**src/rtl/vector_partial_reducer.sv**
```systemverilog
// Reduces per-lane (acc, ai) partials through a pipelined adder tree, accumulates
// beats until a last-flagged one, adds the group bias once and hands the result out.
module vector_partial_reducer #(
  parameter int unsigned MUL_PER_FEATURE = 4,
  parameter int unsigned BIAS_PRECISION  = 32,
  parameter int unsigned COUNT_WIDTH     = 16
) (
  input  logic                                       clk,
  input  logic                                       rst,
  input  logic                                       ce,
  input  logic                                       in_valid,
  output logic                                       in_ready,
  input  logic                                       in_last,
  input  logic [BIAS_PRECISION*MUL_PER_FEATURE-1:0]  acc_in,
  input  logic [BIAS_PRECISION*MUL_PER_FEATURE-1:0]  ai_in,
  input  logic [BIAS_PRECISION-1:0]                  bias_in,
  output logic                                       out_valid,
  input  logic                                       out_ready,
  output logic [BIAS_PRECISION-1:0]                  out_acc,
  output logic [BIAS_PRECISION-1:0]                  out_ai,
  output logic [COUNT_WIDTH-1:0]                     out_count
);

  localparam int unsigned BP     = BIAS_PRECISION;
  localparam int unsigned N      = MUL_PER_FEATURE;
  localparam int unsigned LEVELS = $clog2(N);

  typedef enum logic [0:0] {
    ST_FIRST,
    ST_ACCUM
  } state_e;

  logic adv;
  logic [BP-1:0] lane_acc [N];
  logic [BP-1:0] lane_ai  [N];

  logic          t_valid;
  logic          t_last;
  logic [BP-1:0] t_acc;
  logic [BP-1:0] t_ai;
  logic [BP-1:0] t_bias;

  state_e               state_q, state_d;
  logic [BP-1:0]        sum_acc_q, sum_acc_d;
  logic [BP-1:0]        sum_ai_q, sum_ai_d;
  logic [COUNT_WIDTH-1:0] cnt_q, cnt_d;
  logic                 out_valid_q, out_valid_d;
  logic [BP-1:0]        out_acc_q, out_acc_d;
  logic [BP-1:0]        out_ai_q, out_ai_d;
  logic [COUNT_WIDTH-1:0] out_count_q, out_count_d;
  logic                 beat;
  logic                 done;

  assign adv      = ce && (!out_valid_q || out_ready);
  assign in_ready = adv && rst;

  always_comb begin
    for (int unsigned i = 0; i < N; i++) begin
      lane_acc[i] = acc_in[i*BP +: BP];
      lane_ai[i]  = ai_in[i*BP +: BP];
    end
  end

  if (LEVELS == 0) begin : g_notree
    assign t_valid = in_valid;
    assign t_last  = in_last;
    assign t_acc   = lane_acc[0];
    assign t_ai    = lane_ai[0];
    assign t_bias  = bias_in;
  end else begin : g_tree
    for (genvar l = 0; l < LEVELS; l++) begin : g_lvl
      localparam int unsigned W = N >> (l + 1);
      logic [BP-1:0] src_acc [2*W];
      logic [BP-1:0] src_ai  [2*W];
      logic          src_valid;
      logic          src_last;
      logic [BP-1:0] src_bias;
      logic [BP-1:0] acc_q [W];
      logic [BP-1:0] ai_q  [W];
      logic          valid_q;
      logic          last_q;
      logic [BP-1:0] bias_q;

      if (l == 0) begin : g_src
        assign src_acc   = lane_acc;
        assign src_ai    = lane_ai;
        assign src_valid = in_valid;
        assign src_last  = in_last;
        assign src_bias  = bias_in;
      end else begin : g_src
        assign src_acc   = g_lvl[l-1].acc_q;
        assign src_ai    = g_lvl[l-1].ai_q;
        assign src_valid = g_lvl[l-1].valid_q;
        assign src_last  = g_lvl[l-1].last_q;
        assign src_bias  = g_lvl[l-1].bias_q;
      end

      always_ff @(posedge clk or negedge rst) begin
        if (!rst) begin
          valid_q <= 1'b0;
          last_q  <= 1'b0;
          bias_q  <= '0;
          for (int unsigned j = 0; j < W; j++) begin
            acc_q[j] <= '0;
            ai_q[j]  <= '0;
          end
        end else if (adv) begin
          valid_q <= src_valid;
          last_q  <= src_last;
          bias_q  <= src_bias;
          for (int unsigned j = 0; j < W; j++) begin
            acc_q[j] <= src_acc[2*j] + src_acc[2*j+1];
            ai_q[j]  <= src_ai[2*j] + src_ai[2*j+1];
          end
        end
      end
    end

    assign t_valid = g_lvl[LEVELS-1].valid_q;
    assign t_last  = g_lvl[LEVELS-1].last_q;
    assign t_acc   = g_lvl[LEVELS-1].acc_q[0];
    assign t_ai    = g_lvl[LEVELS-1].ai_q[0];
    assign t_bias  = g_lvl[LEVELS-1].bias_q;
  end

  assign beat = adv && t_valid;
  assign done = beat && t_last;

  always_ff @(posedge clk or negedge rst) begin
    if (!rst) begin
      state_q <= ST_FIRST;
    end else begin
      state_q <= state_d;
    end
  end

  // The emit step is folded into the last beat: the completed sum goes straight
  // to the output registers while the FSM re-arms for the next group.
  always_comb begin
    state_d = state_q;
    if (beat) begin
      state_d = t_last ? ST_FIRST : ST_ACCUM;
    end
  end

  always_comb begin
    if (state_q == ST_FIRST) begin
      sum_acc_d = t_bias + t_acc;
      sum_ai_d  = t_ai;
      cnt_d     = COUNT_WIDTH'(1);
    end else begin
      sum_acc_d = sum_acc_q + t_acc;
      sum_ai_d  = sum_ai_q + t_ai;
      cnt_d     = (cnt_q == '1) ? cnt_q : cnt_q + 1'b1;
    end
    out_valid_d = out_valid_q;
    out_acc_d   = out_acc_q;
    out_ai_d    = out_ai_q;
    out_count_d = out_count_q;
    if (adv) begin
      if (done) begin
        out_valid_d = 1'b1;
        out_acc_d   = sum_acc_d;
        out_ai_d    = sum_ai_d;
        out_count_d = cnt_d;
      end else begin
        out_valid_d = 1'b0;
      end
    end
  end

  always_ff @(posedge clk or negedge rst) begin
    if (!rst) begin
      sum_acc_q <= '0;
      sum_ai_q  <= '0;
      cnt_q     <= '0;
    end else if (beat && !t_last) begin
      sum_acc_q <= sum_acc_d;
      sum_ai_q  <= sum_ai_d;
      cnt_q     <= cnt_d;
    end
  end

  always_ff @(posedge clk or negedge rst) begin
    if (!rst) begin
      out_valid_q <= 1'b0;
      out_acc_q   <= '0;
      out_ai_q    <= '0;
      out_count_q <= '0;
    end else begin
      out_valid_q <= out_valid_d;
      out_acc_q   <= out_acc_d;
      out_ai_q    <= out_ai_d;
      out_count_q <= out_count_d;
    end
  end

  assign out_valid = out_valid_q;
  assign out_acc   = out_acc_q;
  assign out_ai    = out_ai_q;
  assign out_count = out_count_q;

endmodule

```
**config.mk**
```make
export PLATFORM = sky130hd
export DESIGN_NAME = vector_partial_reducer
export DESIGN_NICKNAME = d
export VERILOG_FILES = /design/src/rtl/vector_partial_reducer.sv
export SDC_FILE = /design/constraint.sdc
export NUM_CORES = 1
export LEC_CHECK = 0
export BUFFER_PORTS_ARGS = -buffer_cell sky130_fd_sc_hd__buf_2
export CORE_MARGIN = 4
export CORE_UTILIZATION = 54
export CTS_CLUSTER_DIAMETER = 40
export DETAILED_ROUTE_END_ITERATION = 12
export GPL_TIMING_DRIVEN = 0
export MAX_ROUTING_LAYER = met4
export PLACE_DENSITY = 0.81
export REMOVE_ABC_BUFFERS = 1
export SETUP_SLACK_MARGIN = 0.2
export SYNTH_ARGS = -nofsm -noshare
export SYNTH_HDL_FRONTEND = slang
export SYNTH_SLANG_ARGS = --single-unit
```
**constraint.sdc**
```tcl
create_clock -name clk -period 3.7 [get_ports clk]
set_clock_uncertainty 0.15 [all_clocks]
set_input_delay 0.37 -clock clk [delete_from_list [all_inputs] [get_ports clk]]
set_output_delay 0.37 -clock clk [all_outputs]
set_load 0.03 [all_outputs]
```
==> metrics.txt, run 1 <==
outcome completed; Critical Path Start Type register; vias in the first global route around 25000; Static Leak approximately 18 nW; #FFs+latches synth ~420; final setup vio count 0; Worst-path clk slew about 0.050 ns; Nets between 4000 and 5000; Fmax ~280 MHz; reg2reg path depth 12; Avg Cell Area, Syn approximately 8.6 um^2; arrival time at the worst endpoint 3.85 ns; fin crit period roughly 3.5 ns; worst setup path class reg2reg; worst-path maximum fanout 7; CTS buffer count 68; Routed Antenna Nets 0; Hold Worst Slack 0.04447 ns; port bufs approximately 380; CTS max path bufs 3; antenna violations before repair 2; Vias ~25000; Slew HR 0.2198; PwrDens 781.1 nW/um^2; final hold violations 0; Clock Tree Root clkbuf_16; total die area 56530 um^2; RSZ-0062 raised after global routing yes; Mapped Cells ~3300; number of DRC markers in iteration 0 about 1300; Post-Route Utilization 0.6728; commonest non-fill, non-tap cell in the layout nand2_1; hold depth 4; synth warn 0; clk_lat worst skew approximately 0.6 ns; Worst VDD drop between 0.3 and 0.4 mV; max-slew violations 0; Initial Utilization 0.5501; core area 51820 um^2; RD Place Congestion 0.9922; GR Overflow Total 0; drt first pass iters 5; Worst setup EP type register; EDFF count, synth 0; CTS tree built; share of layout cells above drive strength 1 0.1833; worst slew pin tran 1.169 ns; final WL 78.12 mm; row count 83; max-cap viol count 0; H-Tree Depth 3; DP Wirelength approximately 56 mm; Cell Area, Synth between 20000 and 30000 um^2; Total GRT Usage 0.2749; Area growth syn-to-layout 22.30%; min-delay worst type in2reg; dominant register cell in the synthesized netlist dfrtp_1; vias per cell between 5 and 6; fraction of registers with async set/reset 1.000; worst endpoint required time approximately 4.0 ns; Sink Count 422; pin count of the biggest net entering global routing ~120; count of cell types in the netlist between 70 and 80; wire length per cell around 18 um; IO Count between 300 and 400; filler instances roughly 4000; Die X-Extent around 240 um; period utilisation layout 0.9530; Seq/Total Area, Yosys 0.3704; first-pass GRT wire length between 100 and 150 mm; DRC Markers 0; commonest cells after routing, fill and taps aside nand2_1, dfrtp_1, buf_2; die height approximately 240 um
[metrics by stage]
step           instance area (um^2)  worst slack, ns  power (W)  TNS (ns)  std cells
3_3_place_gp                  30710           -29.69    0.01916         -       4242
6_report                      34860           0.1739    0.02723         0       4458
3_5_place_dp                  31200          -0.5277    0.01906    -8.405       4261
2_1_floorplan                 27990           -19.11    0.01628  -4920.49       3187
4_1_cts                       34360           0.2000    0.02630         0       4442
5_1_grt                       34860           0.1008    0.02911         0       4458
[power by group]
part | internal, W | total [W] | leakage, nW | switching [W]
clock network | 0.00424 | 0.00657 | 1.16 | 0.00233
logic | 0.00571 | 0.0135 | 11.1 | 0.00780
registers | 0.00610 | 0.00716 | 5.22 | 0.00106
[kinds of logic after synthesis]
logic type | share of synthesized area
flops | 0.3704
simple gates | 0.1743
compound gates | 0.2143
xor+xnor | 0.07005
fa+ha+maj | 0.1149
buf+inv | 0.02607
mux | 0.02993
[critical path, cell delays in order (launching register included)]
cell      delay (ns)
dfrtp_4         0.51
buf_12          0.15
buf_6           0.11
mux2_4          0.31
ha_4            0.28
buf_4           0.13
nand3_2         0.16
or4_1           0.58
o21ai_4         0.21
nand2b_4        0.19
a41oi_1         0.17
xnor2_1         0.18
mux2_2          0.27
[per-layer routing]
metal  GRT usage  part of all wire  up-vias
met5           -                 0        -
met4      0.1238             0.043        0
met3     0.04293             0.054      199
met2      0.4606              0.49      752
met1      0.3285              0.41    11970
li1            -                 -    12560
[layout make-up]
type	instances	area [um^2]	share of cell area
Multi-Input combinational cell	2706	17820	0.5112
Inverter	59	221.5	0.006352
Antenna cell	2	5.005	0.0001436
Clock buffer	87	1957	0.05613
Timing Repair Buffer	468	3039	0.08717
Tap cell	680	850.8	0.02440
Sequential cell	422	10560	0.3030
Clock inverter	34	405.4	0.01163
[sequential cells by signal (all words and copies together) (netlist names), 2 cells and up]
register	flops
cnt_q	16
g_tree.g_lvl.acc_q	96
g_tree.g_lvl.ai_q	96
g_tree.g_lvl.bias_q	64
g_tree.g_lvl.last_q	2
g_tree.g_lvl.valid_q	2
out_acc	32
out_ai	32
out_count	16
sum_acc_q	32
sum_ai_q	32
[Yosys cell counts (4+ instances only)]
cell type | instances | area [um^2]
a21boi_0 | 5 | 37.54
ha_1 | 249 | 3115
o21a_1 | 26 | 195.2
nand2_1 | 755 | 2834
nand3_1 | 54 | 270.3
o221ai_1 | 4 | 35.03
nand2b_1 | 34 | 212.7
buf_1 | 17 | 63.81
and3_1 | 27 | 168.9
nor2b_1 | 20 | 125.1
xor2_1 | 96 | 840.8
a221oi_1 | 12 | 105.1
a221oi_2 | 4 | 60.06
inv_1 | 59 | 221.5
a211oi_1 | 24 | 180.2
fa_1 | 8 | 160.2
a21o_1 | 170 | 1276
clkbuf_1 | 116 | 435.4
and4_1 | 5 | 43.79
nor2_1 | 131 | 491.7
o21bai_1 | 46 | 345.3
o21ai_0 | 325 | 1627
a2111oi_0 | 5 | 43.79
and2_1 | 10 | 62.56
o22ai_1 | 5 | 31.28
a211o_1 | 11 | 96.34
nor3_1 | 43 | 215.2
mux2i_1 | 29 | 290.3
a41oi_1 | 6 | 52.55
nand4_1 | 36 | 225.2
nand3b_1 | 4 | 30.03
or4_1 | 5 | 37.54
xnor2_1 | 132 | 1156
o211ai_1 | 10 | 75.07
a21oi_1 | 225 | 1126
a221o_1 | 6 | 60.06
mux2_2 | 50 | 563.0
or3_1 | 15 | 93.84
a31oi_1 | 18 | 112.6
dfrtp_1 | 422 | 10560
or2_2 | 11 | 68.82
o31ai_1 | 34 | 255.2
o21ai_1 | 10 | 50.05
[path summary, 6_finish.rpt]
kind                                            start  slack, ns                         end
hold reg to reg            g_tree.g_lvl[0].bias_q[23]       0.31  g_tree.g_lvl[1].bias_q[23]
min in group asynchronous                         rst       0.17                  out_ai[31]
setup reg to reg                              state_q       0.17               sum_acc_q[25]
setup / recovery                              state_q       0.17               sum_acc_q[25]
max in group asynchronous                         rst       1.25    g_tree.g_lvl[1].acc_q[1]
hold / removal                              ai_in[95]       0.04    g_tree.g_lvl[0].ai_q[31]
[timing repair]
action / CTS / global route
resized for setup: 42 / 67
pin swaps: 13 / 34
hold buffers: 49 / 0
gates cloned: 0 / 0
endpoints found under the setup margin: 49 / 55
hold endpoints to repair: 122 / 0
setup buffers: 11 / 14
Note: power is estimated with default switching activity, not from simulation.
==> run 2, diff against run 1 <==
- GPL_TIMING_DRIVEN: 0 -> not set
==> metrics.txt, run 2 (synthesized netlist as in run 1, its figures left out) <==
row count 83; final hold violations 0; Setup WS pre-CTS approximately 0.07 ns; commonest cells after routing, fill and taps aside nand2_1, dfrtp_1, buf_2; commonest non-fill, non-tap cell in the layout nand2_1; outcome completed; CTS max path bufs 3; clk_lat worst skew approximately 0.60 ns; die height 237.8 um; max-slew violations 0; Static Leak between 15 and 20 nW; Area growth syn-to-layout 21.80%; Slew HR 0.3819; Critical Path Start Type register; IO Count approximately 380; drt first pass iters 8; arrival time at the worst endpoint about 3.9 ns; worst endpoint required time between 4 and 5 ns; GR Overflow Total 0; beginning of the worst hold path acc_in[97]; pin count of the biggest net entering global routing between 150 and 200; max-cap viol count 0; Worst-path clk slew approximately 0.050 ns; Total GRT Usage 0.2773; post-route cell area 34720 um^2; CTS tree built; core area just over 50000 um^2; Routed Antenna Nets 0; min-delay worst type in2reg; antenna violations before repair 3; worst setup path class reg2reg; hold depth 4; share of layout cells above drive strength 1 0.1848; Worst setup EP type register; PwrDens 784.7 nW/um^2; placed inst area ~31000 um^2; fin crit period ~3.5 ns; total die area around 57000 um^2; number of DRC markers in iteration 0 around 1600; worst-path maximum fanout 7; Sink Count 422; wire length per cell 17.56 um; period utilisation layout 0.9405; Worst VDD drop just under 0.4 mV; biggest regs g_tree.g_lvl.acc_q: 96 flops, g_tree.g_lvl.ai_q: 96 flops, g_tree.g_lvl.bias_q: 64 flops; port bufs around 380; DP Wirelength between 50 and 60 mm; Final WS setup between 0.2 and 0.25 ns; DRC Markers 0; first-pass GRT wire length about 130 mm; Die X-Extent around 240 um; RD Place Congestion approximately 0.95; Vias 25640; vias in the first global route approximately 25000; final WL slightly below 80 mm; origin of the critical flop-to-flop path state_q; reg2reg path depth 13; Clock Tree Root clkbuf_16; Fmax about 290 MHz; final setup vio count 0; vias per cell 5.715; Setup TNS 0 ns; Total Power approximately 0.027 W; H-Tree Depth 3; Post-Route Utilization 0.6700; Initial Utilization 0.5501; RSZ-0062 raised after global routing yes; worst slew pin tran around 0.92 ns; CTS buffer count 69; Nets roughly 4300; Critical path origin state_q
## run 2: changes by cell type in the layout (fill, tap and decap cells not counted), moves of 4 or more
cell           change
buf_12             -4
buf_4             +38
inv_6              +4
dlygate4sd3_1      -6
ha_1              +14
clkbuf_8           -4
buf_16             -7
ha_4              -13
## run 2: worst paths after layout
path / end / slack, ns
max: sum_acc_q[29] / 0.22
max in group asynchronous: g_tree.g_lvl[0].acc_q[54] / 1.90
max reg2reg: sum_acc_q[29] / 0.22
min reg2reg: g_tree.g_lvl[1].bias_q[6] / 0.32
min: g_tree.g_lvl[0].acc_q[1] / 0.04
min in group asynchronous: sum_ai_q[27] / 0.16
## run 2: through the flow
| step | hold WS (ns) | std cells |
|---|---|---|
| floorplan | -0.07559 | 3187 |
| global placement | 0.1977 | 4305 |
| detailed placement | 0.1993 | 4305 |
| CTS | 0.009878 | 4475 |
| global route | 0.03665 | 4487 |
| finish | 0.04197 | 4487 |
## run 2: repair_timing
| action | 4_1_cts | 5_1_grt |
|---|---|---|
| pin swaps | 0 | 17 |
| hold buffers | 43 | 0 |
| setup endpoints to repair | 12 | 50 |
| buffers inserted | 0 | 8 |
| cloned | 0 | 1 |
| hold endpoints to repair | 94 | 0 |
| resized for setup | 11 | 53 |
## run 2: cell type report
| cell class | count | area, um^2 |
|---|---|---|
| diodes | 3 | 7.507 |
| clock buffers | 82 | 1919 |
| clock inverters | 45 | 589.3 |
| fillers | 4223 | 17100 |
| inverters | 59 | 221.5 |
| multi-input cells | 2706 | 17550 |
| flip-flops and latches | 422 | 10560 |
| well taps | 680 | 850.8 |
| repair buffers | 490 | 3020 |
## run 2: report_power, final
group / internal [W] / total [W] / leakage [nW] / switching, W
registers: 0.00610 / 0.00719 / 5.22 / 0.00109
logic: 0.00548 / 0.0132 / 11.1 / 0.00769
clock network: 0.00447 / 0.00689 / 1.23 / 0.00242
total: 0.0160 / 0.0272 / 17.6 / 0.0112
## run 2: worst max-delay path, stage by stage, from the launching register on
cell and delay [ns]:
dfrtp_4 0.51, buf_8 0.15, mux2_2 0.34, ha_1 0.29, a21o_1 0.18, a21o_1 0.18
a21oi_2 0.14, o21a_1 0.15, or3_1 0.14, o21ai_4 0.09, o21ba_4 0.21, o311a_4 0.38
o311ai_4 0.29, mux2_2 0.20
## run 2: routing by layer
layer  GRT usage  part of all wire
met4      0.1118             0.037
met5           -                 0
met1      0.3366              0.42
met2      0.4688              0.49
met3     0.03794             0.054
==> run 3, diff against run 2 <==
- PLACE_DENSITY: 0.81 -> 0.79
==> metrics.txt, run 3 (synthesized netlist as in run 1, its figures left out) <==
biggest regs g_tree.g_lvl.acc_q: 96 flops, g_tree.g_lvl.ai_q: 96 flops, g_tree.g_lvl.bias_q: 64 flops; Clock Tree Root clkbuf_16; CP bufs+invs 1; port bufs between 300 and 400; final WL ~78 mm; RD Place Congestion between 0.9 and 1; Sink Count around 420; Worst setup EP type register; IO Count between 300 and 400; Fmax between 200 and 300 MHz; worst slew pin tran about 0.9 ns; max-slew violations 0; final hold violations 0; drt first pass iters 6; Routed Antenna Nets 0; Total Power between 0.02 and 0.03 W; H-Tree Depth 3; worst setup path class reg2reg; filler instances 4183; Area growth syn-to-layout 21.34%; final cell count without fillers between 4000 and 5000; most used routing layer met2; Clk network pwr share 0.249; CTS buffer count ~70; cell family with most CP delay simple AND/OR/NAND/NOR gates; Total GRT Usage 0.2771; dpl cells ~4300; grt met2 use 0.4687; fin crit period 3.478 ns; pin count of the biggest net entering global routing 160; max-cap viol count 0; reg2reg path depth 10; wire length per cell 17.45 um; DP Wirelength 57.77 mm; worst endpoint required time approximately 4.0 ns; Combinational Power Share 0.484; Flop pwr share 0.267; DRC Markers 0; share of layout cells above drive strength 1 0.1833; grt met1 use 0.3308; PwrDens 777.7 nW/um^2; first-pass GRT wire length around 130 mm; CTS tree built; Worst-path clk slew roughly 0.06 ns; RSZ-0062 raised after global routing yes; die height about 240 um; Worst path slowest cell dfrtp_4; crit-path most repeated cell mux2_2; worst-path maximum fanout 7; row count 83; Initial Utilization 0.5501; Setup TNS 0 ns; core area ~52000 um^2; Die X-Extent approximately 240 um; commonest non-fill, non-tap cell in the layout nand2_1; total die area 56530 um^2; min-delay worst type in2reg; CTS max path bufs 3; commonest cells after routing, fill and taps aside nand2_1, dfrtp_1, buf_2; vias per cell 5.689; outcome completed; arrival time at the worst endpoint roughly 3.8 ns; Vias between 20000 and 30000; vias in the first global route about 25000; clk_lat worst skew 0.60 ns; hold depth 4; Slew HR 0.4058; Critical Path Start Type register; GR Overflow Total 0; Static Leak around 17 nW; crit-path cells buf_4, mux2_2, ha_1, nand3_1, or4_1, o21ai_2, nand2b_2, a41oi_1, xnor2_1, mux2_2; period utilisation layout 0.9399; Switch Pwr between 0.01 and 0.015 W; number of DRC markers in iteration 0 1433; Critical Path Stages 10; GRT met3 Usage 0.04838; Critical Path Max Stage Delay about 0.54 ns; Worst VDD drop 0.3764 mV; Int Pwr 0.01577 W; Sw Share 0.4136; final setup vio count 0; antenna violations before repair 1; Nets around 4300
## run 3: cell types whose count changed in the layout (fill, tap and decap cells not counted), moves of 3 or more
cell,previous run,this run
clkbuf_1,2,5
clkbuf_8,8,5
clkinv_2,10,3
clkinvlp_4,4,7
dlygate4sd3_1,43,47
inv_6,10,14
o21ai_2,4,7
## run 3: power by group through the flow
stage	combinational, W	sequential (W)	clock (W)
after global placement	0.0120	0.00714	0
final	0.0130	0.00717	0.00671
after detailed placement	0.0122	0.00719	0
after floorplan	0.00857	0.00771	0
after global routing	0.0144	0.00735	0.00700
after CTS	0.0125	0.00715	0.00681
## run 3: worst min-delay path, delay by kind of cell
family                 cells  cell delay, ns
buffers and inverters      1            0.08
AO/OA/AOI/OAI              1            0.07
XOR/XNOR                   2            0.20
## run 3: what timing repair did
action | 4_1_cts | 5_1_grt
pin swaps | 6 | 21
setup buffers | 3 | 11
endpoints found under the hold margin | 165 | 0
resized for setup | 14 | 48
endpoints found under the setup margin | 22 | 61
hold buffers | 47 | 0
## run 3: cell type report
type	instances	area [um^2]	share of cell area
Multi-Input combinational cell	2706	17530	0.5068
Sequential cell	422	10560	0.3054
Timing Repair Buffer	490	2997	0.08663
Clock buffer	81	1864	0.05390
Tap cell	680	850.8	0.02460
Clock inverter	44	558.0	0.01613
Inverter	59	221.5	0.006402
Antenna cell	2	5.005	0.0001447
## run 3: layer usage
metal,share of wire,wire length [um]
met5,0,0
met4,0.038,2978
met3,0.059,4636
met2,0.49,38130
met1,0.42,32510
## run 3: path summary, 6_finish.rpt
kind / startpoint / to / slack (ns)
worst min-delay path: acc_in[95] / g_tree.g_lvl[0].acc_q[31] / 0.02
min in group asynchronous: rst / sum_ai_q[26] / 0.13
worst min register to register: g_tree.g_lvl[0].bias_q[17] / g_tree.g_lvl[1].bias_q[17] / 0.31
worst max register to register: state_q / sum_acc_q[25] / 0.22
max in group asynchronous: rst / g_tree.g_lvl[0].acc_q[52] / 2.23
worst max-delay path: state_q / sum_acc_q[25] / 0.22
## run 3: stage by stage
step | area, um^2 | setup WS, ns | hold slack (ns) | util
2_1_floorplan | 27990 | -19.11 | -0.07559 | -
3_3_place_gp | 31300 | 0.08095 | 0.1648 | 0.6040
3_5_place_dp | 31300 | 0.003555 | 0.1642 | 0.6040
4_1_cts | 34270 | 0.1996 | 0.001692 | 0.6614
5_1_grt | 34590 | 0.02711 | 0.03380 | 0.6675
6_report | 34590 | 0.2225 | 0.01972 | 0.6675
